### src/rtl/cpu_run_ctrl_if.sv
//==============================================================================
// Module   : cpu_run_ctrl_if
// Brief    : Debug-host command port (valid/ready) for the CPU run controller.
// Revision : 1.0
//==============================================================================
`default_nettype none

interface cpu_run_ctrl_if;
    logic        cmdValid;
    logic        cmdReady;
    logic [2:0]  cmdCode;
    logic [11:0] cmdArg;

    modport master (
        output cmdValid,
        output cmdCode,
        output cmdArg,
        input  cmdReady
    );

    modport slave (
        input  cmdValid,
        input  cmdCode,
        input  cmdArg,
        output cmdReady
    );
endinterface

`default_nettype wire

### src/rtl/cpu_run_ctrl.sv
//==============================================================================
// Module   : cpu_run_ctrl
// Brief    : Run/halt/step sequencer driving the 4-bit core clock-enable, with
//            one PC breakpoint and a retired-instruction counter.
// Revision : 1.0
//==============================================================================
`default_nettype none

module cpu_run_ctrl #(
    parameter bit RESET_RUN = 1'b1,
    parameter int CNT_W     = 16
) (
    input  wire logic             clk,
    input  wire logic             rstN,
    cpu_run_ctrl_if.slave         cmd,
    input  wire logic [2:0]       cycle,
    input  wire logic             needImm,
    input  wire logic             immFetchActive,
    input  wire logic [11:0]      pcAddr,
    output logic                  cpuEn,
    output logic                  halted,
    output logic [1:0]            haltCause,
    output logic                  bpHit,
    output logic                  stepDone,
    output logic [CNT_W-1:0]      instrCount
);

    localparam logic [2:0] c_ST_HALT     = 3'd0;
    localparam logic [2:0] c_ST_RUN      = 3'd1;
    localparam logic [2:0] c_ST_DRAIN    = 3'd2;
    localparam logic [2:0] c_ST_STEP_CYC = 3'd3;
    localparam logic [2:0] c_ST_STEP_INS = 3'd4;

    localparam logic [2:0] c_CMD_RUN      = 3'd1;
    localparam logic [2:0] c_CMD_HALT     = 3'd2;
    localparam logic [2:0] c_CMD_STEP_CYC = 3'd3;
    localparam logic [2:0] c_CMD_STEP_INS = 3'd4;
    localparam logic [2:0] c_CMD_SET_BP   = 3'd5;
    localparam logic [2:0] c_CMD_CLR_BP   = 3'd6;
    localparam logic [2:0] c_CMD_CLR_CNT  = 3'd7;

    localparam logic [1:0] c_CAUSE_RESET = 2'd0;
    localparam logic [1:0] c_CAUSE_CMD   = 2'd1;
    localparam logic [1:0] c_CAUSE_BP    = 2'd2;
    localparam logic [1:0] c_CAUSE_STEP  = 2'd3;

    localparam logic [2:0] c_ST_RESET = RESET_RUN ? c_ST_RUN : c_ST_HALT;

    logic [2:0]       state_q,       state_d;
    logic             bp_en_q,       bp_en_d;
    logic [11:0]      bp_addr_q,     bp_addr_d;
    logic             bp_skip_q,     bp_skip_d;
    logic [CNT_W-1:0] instr_count_q, instr_count_d;
    logic [1:0]       halt_cause_q,  halt_cause_d;
    logic             bp_hit_q,      bp_hit_d;
    logic             step_done_q,   step_done_d;

    logic w_cmd_ready;
    logic w_accept;
    logic w_bp_match;
    logic w_cpu_en;
    logic w_bnd;

    assign w_cmd_ready = (state_q == c_ST_HALT) || (state_q == c_ST_RUN);
    assign w_accept    = cmd.cmdValid && w_cmd_ready;

    // Checked at A1 before the instruction starts, so a hit stops it from issuing.
    assign w_bp_match  = bp_en_q && (cycle == 3'd0) && (pcAddr == bp_addr_q) && !bp_skip_q;

    assign w_cpu_en    = ((state_q == c_ST_RUN) && !w_bp_match) ||
                         (state_q == c_ST_DRAIN) ||
                         (state_q == c_ST_STEP_CYC) ||
                         (state_q == c_ST_STEP_INS);

    // A 2-word instruction only retires at the X3 of its immediate word.
    assign w_bnd       = w_cpu_en && (cycle == 3'd7) && (immFetchActive || !needImm);

    always_comb begin
        state_d       = state_q;
        bp_en_d       = bp_en_q;
        bp_addr_d     = bp_addr_q;
        bp_skip_d     = bp_skip_q;
        instr_count_d = instr_count_q;
        halt_cause_d  = halt_cause_q;
        bp_hit_d      = 1'b0;
        step_done_d   = 1'b0;

        if (w_cpu_en) begin
            bp_skip_d = 1'b0;
        end
        if (w_bnd) begin
            instr_count_d = instr_count_q + CNT_W'(1);
        end

        if (w_accept) begin
            case (cmd.cmdCode)
                c_CMD_SET_BP: begin
                    bp_addr_d = cmd.cmdArg;
                    bp_en_d   = 1'b1;
                end
                c_CMD_CLR_BP:  bp_en_d       = 1'b0;
                c_CMD_CLR_CNT: instr_count_d = '0;
                default: ;
            endcase
        end

        case (state_q)
            c_ST_HALT: begin
                if (w_accept) begin
                    case (cmd.cmdCode)
                        c_CMD_RUN: begin
                            state_d   = c_ST_RUN;
                            bp_skip_d = 1'b1;
                        end
                        c_CMD_STEP_CYC: begin
                            state_d   = c_ST_STEP_CYC;
                            bp_skip_d = 1'b1;
                        end
                        c_CMD_STEP_INS: begin
                            state_d   = c_ST_STEP_INS;
                            bp_skip_d = 1'b1;
                        end
                        default: ;
                    endcase
                end
            end
            c_ST_RUN: begin
                if (w_bp_match) begin
                    state_d      = c_ST_HALT;
                    halt_cause_d = c_CAUSE_BP;
                    bp_hit_d     = 1'b1;
                end else if (w_accept && (cmd.cmdCode == c_CMD_HALT)) begin
                    // A HALT landing on a boundary edge needs no drain phase.
                    if (w_bnd) begin
                        state_d      = c_ST_HALT;
                        halt_cause_d = c_CAUSE_CMD;
                    end else begin
                        state_d = c_ST_DRAIN;
                    end
                end
            end
            c_ST_DRAIN: begin
                if (w_bnd) begin
                    state_d      = c_ST_HALT;
                    halt_cause_d = c_CAUSE_CMD;
                end
            end
            c_ST_STEP_CYC: begin
                state_d      = c_ST_HALT;
                halt_cause_d = c_CAUSE_STEP;
                step_done_d  = 1'b1;
            end
            c_ST_STEP_INS: begin
                if (w_bnd) begin
                    state_d      = c_ST_HALT;
                    halt_cause_d = c_CAUSE_STEP;
                    step_done_d  = 1'b1;
                end
            end
            default: state_d = c_ST_HALT;
        endcase
    end

    always_ff @(posedge clk or negedge rstN) begin
        if (!rstN) begin
            state_q       <= c_ST_RESET;
            bp_en_q       <= 1'b0;
            bp_addr_q     <= 12'h000;
            bp_skip_q     <= 1'b0;
            instr_count_q <= '0;
            halt_cause_q  <= c_CAUSE_RESET;
            bp_hit_q      <= 1'b0;
            step_done_q   <= 1'b0;
        end else begin
            state_q       <= state_d;
            bp_en_q       <= bp_en_d;
            bp_addr_q     <= bp_addr_d;
            bp_skip_q     <= bp_skip_d;
            instr_count_q <= instr_count_d;
            halt_cause_q  <= halt_cause_d;
            bp_hit_q      <= bp_hit_d;
            step_done_q   <= step_done_d;
        end
    end

    assign cmd.cmdReady = w_cmd_ready;
    assign cpuEn        = w_cpu_en;
    assign halted       = (state_q == c_ST_HALT);
    assign haltCause    = halt_cause_q;
    assign bpHit        = bp_hit_q;
    assign stepDone     = step_done_q;
    assign instrCount   = instr_count_q;

endmodule

`default_nettype wire
### src/flat_wrapper.sv
// flat-port wrapper written by rule: the top's interface ports become plain ports
module cpu_run_ctrl_flat 
#(
    parameter bit RESET_RUN = 1'b1,
    parameter int CNT_W     = 16
)
  (clk, rstN, cycle, needImm, immFetchActive, pcAddr, cpuEn, halted, haltCause, bpHit, stepDone, instrCount, cmd_cmdValid, cmd_cmdCode, cmd_cmdArg, cmd_cmdReady);
  cpu_run_ctrl_if cmd_i ();
  input  wire logic clk;
  input  wire logic rstN;
  input  wire logic [2:0] cycle;
  input  wire logic needImm;
  input  wire logic immFetchActive;
  input  wire logic [11:0] pcAddr;
  output logic cpuEn;
  output logic halted;
  output logic [1:0] haltCause;
  output logic bpHit;
  output logic stepDone;
  output logic [CNT_W-1:0] instrCount;
  input wire logic [$bits(cmd_i.cmdValid)-1:0] cmd_cmdValid;
  input wire logic [$bits(cmd_i.cmdCode)-1:0] cmd_cmdCode;
  input wire logic [$bits(cmd_i.cmdArg)-1:0] cmd_cmdArg;
  output wire logic [$bits(cmd_i.cmdReady)-1:0] cmd_cmdReady;
  assign cmd_i.cmdValid = cmd_cmdValid;
  assign cmd_i.cmdCode = cmd_cmdCode;
  assign cmd_i.cmdArg = cmd_cmdArg;
  assign cmd_cmdReady = cmd_i.cmdReady;
  cpu_run_ctrl #(.RESET_RUN(RESET_RUN), .CNT_W(CNT_W)) u_core (.clk(clk), .rstN(rstN), .cmd(cmd_i), .cycle(cycle), .needImm(needImm), .immFetchActive(immFetchActive), .pcAddr(pcAddr), .cpuEn(cpuEn), .halted(halted), .haltCause(haltCause), .bpHit(bpHit), .stepDone(stepDone), .instrCount(instrCount));
endmodule
### config.mk
export PLATFORM = sky130hd
export DESIGN_NAME = cpu_run_ctrl_flat
export DESIGN_NICKNAME = d
export VERILOG_FILES = /design/src/rtl/cpu_run_ctrl_if.sv /design/src/rtl/cpu_run_ctrl.sv /design/src/flat_wrapper.sv
export SDC_FILE = /design/constraint.sdc
export NUM_CORES = 1
export LEC_CHECK = 0
export ABC_AREA = 1
export BUFFER_PORTS_ARGS = -buffer_cell sky130_fd_sc_hd__buf_2
export CAP_MARGIN = 20
export CORE_UTILIZATION = 56
export CTS_BUF_LIST = sky130_fd_sc_hd__clkbuf_4
export DETAILED_ROUTE_END_ITERATION = 8
export HOLD_SLACK_MARGIN = 0.06
export PLACE_DENSITY = 0.8
export RECOVER_POWER = 50
export SETUP_SLACK_MARGIN = 0.2
export SYNTH_ARGS = -nofsm -noshare
export SYNTH_HDL_FRONTEND = slang
export SYNTH_SLANG_ARGS = --single-unit
export TNS_END_PERCENT = 1
### constraint.sdc
create_clock -name clk -period 2.15 [get_ports clk]
set_input_delay 0 -clock clk [delete_from_list [all_inputs] [get_ports clk]]
set_output_delay 0 -clock clk [all_outputs]
set_load 0.03 [all_outputs]
# Word level (Yosys, flattened, before mapping)
# Cells that the tools add are included.
[word_totals]
reg_bits = 37
input_bits = 35
output_inout_bits = 23
wordCells = 77
[classes]
n_addsub = 1
eq_ne = 18
mux = 24
reduce_logical = 26
[op_table]
columns = ["op", "count"]
rows = [
  ["$mux W16", 3],
  ["$eq A3 B3 Y1 const B", 6],
  ["$pmux W3 S3", 2],
  ["$add A16 B1 Y16 const B", 1],
  ["$eq A12 B12 Y1", 1],
  ["$eq A3 B2 Y1 const B", 4],
  ["$mux W3", 4],
  ["$mux W2", 5],
  ["$logic_and A1 B1 Y1", 8],
  ["$pmux W2 S4", 1],
  ["$mux W1", 7],
  ["$eq A3 B1 Y1 const B", 2],
  ["$logic_not A3 Y1", 2],
  ["$ne A2 B1 Y1 const B", 3],
  ["$logic_or A1 B1 Y1", 5],
  ["$ne A4 B1 Y1 const B", 1],
  ["$pmux W1 S2", 2],
  ["$reduce_and A2 Y1", 2],
  ["$reduce_and A4 Y1", 1],
  ["$reduce_bool A4 Y1", 1],
  ["$logic_not A1 Y1", 3],
  ["$ne A3 B2 Y1 const B", 1],
  ["$reduce_and A3 Y1", 1],
  ["$reduce_or A3 Y1", 1],
  ["2 further kinds", 2],
]

# Longest topological paths before layout
# Gate-level depths: netlist of the first run.
[logic_depth]
word_depth = 15
ltp_mapped = 13

# Worst setup path after synthesis of the first run
# OpenSTA, ideal clock, no wires.
[synth_timing]
path_type = "register to register"
start = "reg u_core.state_q[1]"
end = "reg u_core.state_q[1]"
setup_ns = 0.118
arrival_ns = 1.901
required_ns = 2.032
slack_ns = 0.131
path_stages_with_launch = 9
n_path_buf = 0
synth_period_minus_slack_ns = 2.019
cell_sequence = "dfrtp_1 -> nor2_2 -> inv_2 -> nor2_1 -> inv_1 -> nor2_1 -> o21ai_0 -> nand4_1 -> nand2_1"
[synth_via]
word_cells_on_any_way = 24
cone_classes = "8 x eq/ne; 4 x mux; 12 x reduce/logical"
[synth_rtl]
columns = ["item", "line_no", "rtl"]
rows = [
  ["start, declared", "cpu_run_ctrl.sv:49", "logic [2:0] state_q, state_d;"],
  ["start signal, assigned", "cpu_run_ctrl.sv:166", "state_q <= c_ST_RESET;"],
  ["start signal, assigned", "cpu_run_ctrl.sv:175", "state_q <= state_d;"],
  ["$eq A3 B1 Y1 or $logic_not A3 Y1 (tied branches)", "cpu_run_ctrl.sv:64", "assign w_cmd_ready = (state_q == c_ST_HALT) || (state_q == c_ST_RUN);"],
  ["$logic_or A1 B1 Y1 *", "cpu_run_ctrl.sv:64", ""],
  ["via cmd_cmdReady", "flat_wrapper.sv:24", "output wire logic [$bits(cmd_i.cmdReady)-1:0] cmd_cmdReady;"],
  ["$logic_and A1 B1 Y1 *", "cpu_run_ctrl.sv:65", "assign w_accept = cmd.cmdValid && w_cmd_ready;"],
  ["$logic_and A1 B1 Y1", "cpu_run_ctrl.sv:132", "end else if (w_accept && (cmd.cmdCode == c_CMD_HALT)) begin"],
  ["$ne A3 B2 Y1 (no line)", "--", ""],
  ["$reduce_and A4 Y1 (no line) *", "--", ""],
]
# Mark *: on every way through the listed nets, which the timed path passes. The rest lies on a longest branch. The select of a mux whose other input is x is not followed.
# A chain may end at the register's enable or synchronous reset.

# Worst setup path after layout of the first run
[layout_timing]
start = "reg u_core.state_q[0]"
end = "reg u_core.halt_cause_q[1], in the netlist u_core.haltCause[1]"
[layout_via]
elab_chain_cells = 11
word_cells_on_any_way = 22
cone_classes = "6 x eq/ne; 4 x mux; 12 x reduce/logical"
[layout_rtl]
columns = ["item", "line_no", "rtl"]
rows = [
  ["$eq A3 B1 Y1", "cpu_run_ctrl.sv:64, cpu_run_ctrl.sv:70, cpu_run_ctrl.sv:107", ""],
  ["$logic_and A1 B1 Y1", "cpu_run_ctrl.sv:70", "assign w_cpu_en = ((state_q == c_ST_RUN) && !w_bp_match) ||"],
  ["$logic_or A1 B1 Y1", "cpu_run_ctrl.sv:70", ""],
  ["$logic_or A1 B1 Y1", "cpu_run_ctrl.sv:71", "(state_q == c_ST_DRAIN) ||"],
  ["$logic_or A1 B1 Y1", "cpu_run_ctrl.sv:72", "(state_q == c_ST_STEP_CYC) ||"],
  ["$logic_and A1 B1 Y1 (2 in a row)", "cpu_run_ctrl.sv:76", "assign w_bnd = w_cpu_en && (cycle == 3'd7) && (immFetchActive || !needImm);"],
  ["$mux W2 (3 in a row)", "--", ""],
  ["$pmux W2 S4", "cpu_run_ctrl.sv:107", "case (state_q)"],
  ["end signal, assigned", "cpu_run_ctrl.sv:171", "halt_cause_q <= c_CAUSE_RESET;"],
  ["end signal, assigned", "cpu_run_ctrl.sv:180", "halt_cause_q <= halt_cause_d;"],
  ["end, declared", "cpu_run_ctrl.sv:54", "logic [1:0] halt_cause_q, halt_cause_d;"],
]
# Several ways; a longest one is shown, not always the timed one. The select of a mux whose other input is x is not followed.

==> flow_summary.ini, run 1 <==
[outcome]
status = completed

[floorplan]
die-area_um2 = 4660
die_width_um = 68.3
fp-row-count = 23
die_h_um = 68.3
start_util = 0.598
core-area_um2 = 4120
pin_count = 58

[sta]
worst_pin_slew_ns = 0.938
layout_min_cycle_time_ns = 1.87
drv_slew = 0
setup_viol = 0
fmax_ghz = 0.534
setup-tns-final_ns = 0
relSlewSlack = 0.375
hold_viol = 0
rsz0062_at_grt = yes
finalCritPeriodShare = 0.872
skew_ns = 0.00762

[logic_synthesis]
yosysSeqAreaShare = 0.377
syn-cell-area_um2 = 2460
netlist_top_cells_area = dfrtp_1 37%, nand2_1 14%, inv_1 9.3%
ys_types = 34
syn_inst = 366
ys_seq_elements = 37
synth.largest_area_cell = dfrtp_1
synth_nets = 402
syn_area_per_cell_um2 = 6.72
yosysTopAreaCellShare = 0.366
yosysWarnings = 0

[place]
placed_cells = 470
port_buffers = 57
dpl_cell_area_um2 = 2790
gp_congestion = 0.855
dp_hpwl_um = 4310

[clocking]
cts_buffer_depth = 2
insertion_delay_ns = 0.35
path_clk_slew_ns = 0.11
root_buffer = clkbuf_4
cts_tree = built
cts_max_level = 2
cts_sinks = 37
cts_buffers = 5

[routing]
via_per_inst = 5.08
postRouteAntennaNets = 0
drt_iter0_markers = 142
drt-wirelength-per-cell_um = 11.7
top_layer = met4
drtPass1Iterations = 4
wl_met1_um = 2890
route.met3.wl_um = 237
vias = 2521
wirelength_um = 5790
wl_met2_um = 2580
drc = 0

[finish]
stdcell_count = 496
final_common_cell = nand2_1
finish.utilization = 0.733
fin_nets = 481
drive_gt1_frac = 0.193
design_area_um2 = 3020
final_cell_mix = 92 x nand2_1, 61 x inv_1, 54 x nor2_1, 45 x buf_2, 36 x dfrtp_1
area_delta_synth_final_pct = 22.6
diodes = 0

[power_and_ir_drop]
vdd_drop_max_uv = 515
p_leak_nw = 1.65
power_density_nw_per_um2 = 979

[global_route]
grt_max_degree = 38
grt_overflow = 0
grt_first_pass_wirelength_um = 9380
grt_usage = 0.270
antenna_found_initial = 0
grt_pass1_vias = 2258

[critical_path]
cp_cell_sequence = nor2_2 -> nand2_1 -> nand2_2 -> nor2_4 -> nand2_2 -> nand3_4 -> nand2_1 -> nand3_2 -> inv_1 -> nand2_1 -> nand2_1
crit_type = flop to flop
start_kind = flop
crit_required_ns = 2.41
slowest_stage = dfstp_2
max_stage_delay_ns = 0.61
r2r_start = u_core.state_q[0]
r2r-end = u_core.haltCause[1]
cp-end-kind = flop
reg2regPathDepth = 11
critPathArrivalTime_ns = 2.13
reg2reg_slack_ns = 0.28
cp_max_fo = 28
cpMostUsedCell = nand2_1

[worst_hold_path]
hold_class = input port to flop
min_to = u_core.haltCause[1]
hold_start = cycle[0]
holdPathStages = 6

[flow_run]
cap_violations = 0
worst max-delay path by stage:
stage	from	end	slack, ns
2_1_floorplan	u_core.state_q[1]	u_core.state_q[1]	0.33
3_3_place_gp	u_core.state_q[0]	u_core.haltCause[1]	0.37
3_5_place_dp	u_core.state_q[0]	u_core.haltCause[1]	0.29
4_1_cts	u_core.state_q[0]	u_core.haltCause[0]	0.27
5_1_grt	u_core.state_q[0]	u_core.haltCause[1]	0.11
6_report	u_core.state_q[0]	u_core.haltCause[1]	0.28
state kept, by name, summed over array words and instances, names as in the netlist:
register,flops
u_core.bpHit,1
u_core.stepDone,1
u_core.instrCount,16
u_core.state_q,3
u_core.bp_en_q,1
u_core.bp_addr_q,12
u_core.haltCause,2
u_core.bp_skip_q,1
area by class of cell:
type                    count  area (um2)
flip-flops and latches     37         927
multi-input cells         257        1260
well taps                  50        62.6
fillers                   343        1100
clock inverters             2        10.0
clock buffers               6        45.0
inverters                  67         251
repair buffers             77         464
where the power goes:
| part | internal [mW] | switching (mW) | leakage [nW] | total, mW |
|---|---|---|---|---|
| Clock | 0.137 | 0.242 | 0.0354 | 0.379 |
| Combinational | 0.481 | 1.01 | 1.15 | 1.49 |
| Sequential | 0.911 | 0.169 | 0.465 | 1.08 |
| Total | 1.53 | 1.42 | 1.65 | 2.95 |
per-layer routing:
layer | vias to the layer above | GRT usage
met5 | - | 0
li1 | 1305 | -
met2 | 66 | 0.445
met1 | 1142 | 0.349
met4 | 0 | 0.0911
met3 | 8 | 0.0550
worst max-delay path, delay by kind of cell (launching register included):
family        cells  cell delay (ns)
buf+inv           1             0.06
flops             1             0.61
simple gates     10             1.11
Yosys cell counts:
library cell,count
nand2_1,92
inv_1,61
nor2_1,55
dfrtp_1,36
nand3_1,22
a21oi_1,17
nand4_1,11
nor3_1,9
o21ai_0,9
inv_2,6
o21ai_1,5
nor2_2,4
xor2_1,4
clkbuf_1,3
nand2_2,3
nand3_2,3
nand3b_1,3
nor2_4,3
buf_6,2
mux2_2,2
nor4_1,2
o21bai_1,2
and3_1,1
dfstp_2,1
ha_1,1
nand3_4,1
nor3_2,1
nor3b_2,1
o211ai_1,1
o21ai_2,1
o22ai_1,1
or2_1,1
or2_2,1
xnor2_1,1
metrics by stage:
stage          worst slack [ns]  total power [mW]  hold slack [ns]
2_1_floorplan             0.334              2.19           -0.296
3_3_place_gp              0.373              2.51            0.143
3_5_place_dp              0.289              2.56            0.143
4_1_cts                   0.267              2.96           0.0795
5_1_grt                   0.107              3.19            0.134
6_report                  0.276              2.95           0.0870
kinds of logic after synthesis:
| family | share of synthesized area |
|---|---|
| AO/OA/AOI/OAI | 0.0783 |
| buffers and inverters | 0.116 |
| adder cells (fa/ha/maj) | 0.00508 |
| flip-flops | 0.377 |
| AND/OR/NAND/NOR | 0.397 |
| XOR/XNOR | 0.0178 |
| multiplexers | 0.00915 |
what timing repair did:
| action | in CTS | in global routing |
|---|---|---|
| hold buffers | 17 | 0 |
| buffers inserted | 0 | 1 |
| hold endpoints to repair | 53 | 0 |
| resized for setup | 0 | 1 |
| endpoints found under the setup margin | 0 | 14 |
(Power assumes the default switching activity.)
==> run 2, diff against run 1 <==
CORE_UTILIZATION = 35   (was 56)
PLACE_DENSITY = 0.53   (was 0.8)
==> run 2 against run 1 <==
Against the previous run:
- total power increased by 1.2%
- wire length increased by 7.6%
- first-iteration DRC count decreased by 8.5%
- largest cell class unchanged
- final cell count increased by 10%
- worst setup slack improved by 0.055 ns
==> flow_summary.ini, run 2 (synthesis gave the netlist of run 1 again) <==
[clocking]
path_clk_slew_ns = 0.12
cts_sinks = 37
cts_buffers = 5
cts_buffer_depth = 2
cts_max_level = 2
cts_tree = built
insertion_delay_ns = 0.34
root_buffer = clkbuf_4

[floorplan]
start_util = 0.362
fp-row-count = 30
core-area_um2 = 6790
die_h_um = 85.9
pin_count = 58
die-area_um2 = 7370
die_width_um = 85.9

[critical_path]
critPathArrivalTime_ns = 2.07
crit_required_ns = 2.40
start_kind = flop
reg2reg_slack_ns = 0.33
setup.worst_path.start = u_core.state_q[0]
r2r_start = u_core.state_q[0]
cp-end-kind = flop
r2r-end = u_core.haltCause[1]
cp_max_fo = 12
crit_type = flop to flop
crit_end = u_core.haltCause[1]
reg2regPathDepth = 11

[routing]
postRouteAntennaNets = 0
via_per_inst = 4.51
wirelength_um = 6230
drtPass1Iterations = 4
drc = 0
drt-wirelength-per-cell_um = 11.4
vias = 2461
drt_iter0_markers = 130

[sta]
rsz0062_at_grt = yes
layout_min_cycle_time_ns = 1.82
hold_viol = 0
fin_ws_ns = 0.331
setup-tns-final_ns = 0
setup_viol = 0
drv_slew = 0
skew_ns = 0.00889
fmax_ghz = 0.550
relSlewSlack = 0.367
finalCritPeriodShare = 0.846
worst_pin_slew_ns = 0.949

[finish]
drive_gt1_frac = 0.198
diodes = 0
final_cell_mix = 92 x nand2_1, 61 x inv_1, 53 x nor2_1, 42 x buf_2, 36 x dfrtp_1
stdcell_count = 546
final_common_cell = nand2_1
area_delta_synth_final_pct = 26.6
finish.utilization = 0.459
nFillCells = 710
fin_nets = 485
largest_reg_flops = 16

[power_and_ir_drop]
power_density_nw_per_um2 = 960
p_leak_nw = 1.65
vdd_drop_max_uv = 380

[flow_run]
cap_violations = 0

[global_route]
antenna_found_initial = 0
grt_pass1_vias = 2146
grt_first_pass_wirelength_um = 10200
grt_usage = 0.175
grt_max_degree = 38
grt_overflow = 0

[place]
gp_congestion = 0.838
place_ws_ns = 0.279
port_buffers = 57
placed_cells = 516
dp_hpwl_um = 4630

[outcome]
status = completed

[worst_hold_path]
hold_class = input port to flop
-- run 2: routing by layer --
metal	global-route usage	up-vias	share of wire
met1	0.258	1094	0.51
met4	0.0455	0	0.0098
li1	-	1313	-
met2	0.260	47	0.44
met5	0	-	0
met3	0.0385	7	0.039
-- run 2: what timing repair did --
item | in CTS | in global routing
hold buffers | 17 | 0
buffers inserted | 0 | 4
endpoints found under the setup margin | 0 | 16
hold endpoints to repair | 52 | 0
gates resized for setup | 0 | 3
-- run 2: worst min path at each step --
stage                   from             endpoint  depth (start not counted)
global placement        rstN      u_core.stepDone                          1
detailed placement      rstN  u_core.haltCause[0]                          1
CTS                 cycle[0]  u_core.haltCause[1]                          6
finish              cycle[0]  u_core.haltCause[1]                          6
global route        cycle[2]  u_core.haltCause[1]                          6
floorplan               rstN         u_core.bpHit                          0
-- run 2: final cells by class --
type,instances,area [um2],share of cell area
multi-input cells,258,1270,0.409
flip-flops and latches,37,927,0.298
repair buffers,80,483,0.155
inverters,67,251,0.0807
well taps,96,120,0.0386
clock buffers,8,60.1,0.0193
-- run 2: stage by stage --
| stage | total power, mW | hold WS (ns) | instance area, um2 |
|---|---|---|---|
| floorplan | 2.19 | -0.296 | 2460 |
| CTS | 3.00 | 0.112 | 3080 |
| global placement | 2.54 | 0.179 | 2850 |
| global route | 3.28 | 0.157 | 3120 |
| detailed placement | 2.56 | 0.184 | 2850 |
| finish | 2.99 | 0.117 | 3120 |
-- run 2: critical path, stage by stage, from the launching register on --
cell     delay [ns]
dfstp_2        0.61
nor2_2         0.06
nand2_1        0.08
nand2_2        0.08
nor2_4         0.13
nand3_2        0.15
nand3_4        0.22
nand2_1        0.11
nand3_2        0.11
inv_1          0.06
nand2_1        0.06
nand2_1        0.04
-- run 2: power breakdown --
part	leakage [nW]	switching, mW	internal, mW
registers	0.465	0.162	0.911
logic	1.15	1.02	0.490
clock network	0.0368	0.239	0.169
total	1.65	1.42	1.57
==> run 3, diff against run 2 <==
PLACE_DENSITY = 0.55   (was 0.53)
clock period = 1.6 ns   (was 2.15 ns; I/O delays follow)
==> run 3 against run 2 <==
Against the previous run:
- the run now ends with negative setup slack left
- register-to-register slack lost 0.51 ns
- critical path depth grew 2
- final cell count grew 8.1%
- sequential power grew 33%
- largest cell class unchanged
==> flow_summary.ini, run 3 (synthesis gave the netlist of run 1 again) <==
[outcome]
status = complete, but fails checks
violations = negative setup slack

[sta]
hold_viol = 0
fmax_ghz = 0.561
drv_slew = 0
rsz0062_at_grt = yes
relSlewSlack = 0.278
setup-tns-final_ns = -1.98
skew_ns = 0.0117
worst_pin_slew_ns = 1.08
setup_viol = 22
fin_ws_ns = -0.183
layout_min_cycle_time_ns = 1.78
finalCritPeriodShare = 1.11

[place]
port_buffers = 57
placed_cells = 551
dpl_cell_area_um2 = 3170
gp_congestion = 0.891
dp_hpwl_um = 4970
place_ws_ns = -0.143

[finish]
nFillCells = 671
stdcell_count = 590
area_delta_synth_final_pct = 46.2
fin_nets = 529
largest_reg_flops = 16
diodes = 0
final_common_cell = nand2_1
design_area_um2 = 3600
final_cell_mix = 90 x nand2_1, 60 x inv_1, 55 x buf_2, 53 x nor2_1, 46 x buf_4
drive_gt1_frac = 0.314

[clocking]
cts_buffers = 5
cts_sinks = 37
cts_buffer_depth = 2
insertion_delay_ns = 0.34
cts_tree = built
path_clk_slew_ns = 0.11
root_buffer = clkbuf_4
cts_max_level = 2

[critical_path]
crit_type = flop to flop
start_kind = flop
crit_family = buffers and inverters
cp-end-kind = flop
reg2reg_slack_ns = -0.18
cp_max_fo = 4
cp_cell_sequence = nor2_2 -> nand2_1 -> buf_4 -> buf_4 -> buf_4 -> buf_4 -> buf_4 -> inv_1 -> nand2_1 -> nand3_2 -> inv_1 -> nand2_1 -> nand2_1
crit_end = u_core.haltCause[1]
cpMostUsedCell = buf_4
r2r-end = u_core.haltCause[1]
reg2regPathDepth = 13
path_depth = 13
max_stage_delay_ns = 0.43
r2r_start = u_core.state_q[1]
slowest_stage = dfrtp_2
critPathArrivalTime_ns = 2.03
cp.buffers_inverters = 7
crit_required_ns = 1.85
setup.worst_path.start = u_core.state_q[1]

[routing]
drt-wirelength-per-cell_um = 11.3
postRouteAntennaNets = 0
via_per_inst = 4.50
drt_iter0_markers = 69
vias = 2654
drtPass1Iterations = 4
wirelength_um = 6680
drc = 0

[global_route]
grt_first_pass_wirelength_um = 11000
antenna_found_initial = 0
grt_usage = 0.188
grt_overflow = 0
grt_pass1_vias = 2536
grt_max_degree = 24

[floorplan]
die_width_um = 85.9
start_util = 0.362
die_h_um = 85.9
die-area_um2 = 7370
fp-row-count = 30
core-area_um2 = 6790
pin_count = 58

[power_and_ir_drop]
power_density_nw_per_um2 = 1380
vdd_drop_max_uv = 530
fin_total_pwr_mw = 4.96
p_leak_nw = 1.96

[flow_run]
cap_violations = 0

[worst_hold_path]
hold_class = input port to flop
## run 3: cell type report
| cell class | instances | area [um2] | area share |
|---|---|---|---|
| multi-input combinational | 257 | 1340 | 0.372 |
| sequential | 37 | 931 | 0.259 |
| timing repair buffer | 125 | 878 | 0.244 |
| inverter | 67 | 251 | 0.0699 |
| tap | 96 | 120 | 0.0334 |
| clock buffer | 6 | 45.0 | 0.0125 |
| clock inverter | 2 | 33.8 | 0.00939 |
## run 3: how the worst min path moves through the flow
stage	startpoint	end	slack [ns]	cells past startpoint
floorplan	rstN	u_core.bpHit	-0.30	0
global placement	rstN	u_core.instrCount[7]	-0.003	1
detailed placement	rstN	u_core.instrCount[7]	-0.004	1
CTS	cycle[1]	u_core.haltCause[1]	0.13	6
global route	cycle[0]	u_core.haltCause[1]	0.18	6
finish	cycle[0]	u_core.haltCause[1]	0.14	6
## run 3: what timing repair did
item | CTS | global route
endpoints found under the hold margin | 53 | 0
pin swaps | 8 | 3
setup endpoints to repair | 38 | 39
gates resized for setup | 16 | 9
buffers inserted | 13 | 0
hold buffers | 18 | 0
## run 3: stage by stage
stage / util / hold slack (ns)
final: 0.529 / 0.143
after global placement: 0.467 / -0.00331
after global routing: 0.529 / 0.177
after detailed placement: 0.467 / -0.00416
after floorplan: - / -0.296
after CTS: 0.526 / 0.126
## run 3: report_power, final
part           leakage [nW]  internal (mW)  total [mW]  switching, mW
clock                0.0433          0.342       0.669          0.326
sequential            0.461           1.23        1.42          0.195
combinational          1.46           1.26        2.87           1.61
## run 3: worst min-delay path: stages
cell      delay [ns]
buf_2           0.11
nor4_1          0.05
nand4_1         0.11
o211ai_1        0.09
nand2_1         0.06
nand2_1         0.04
## run 3: per-layer routing
metal	GRT usage	up-vias	wire (um)
li1	-	1409	-
met1	0.256	1195	3270
met2	0.308	41	3160
met3	0.0260	9	167
met4	0.0636	0	82
met5	0	-	0
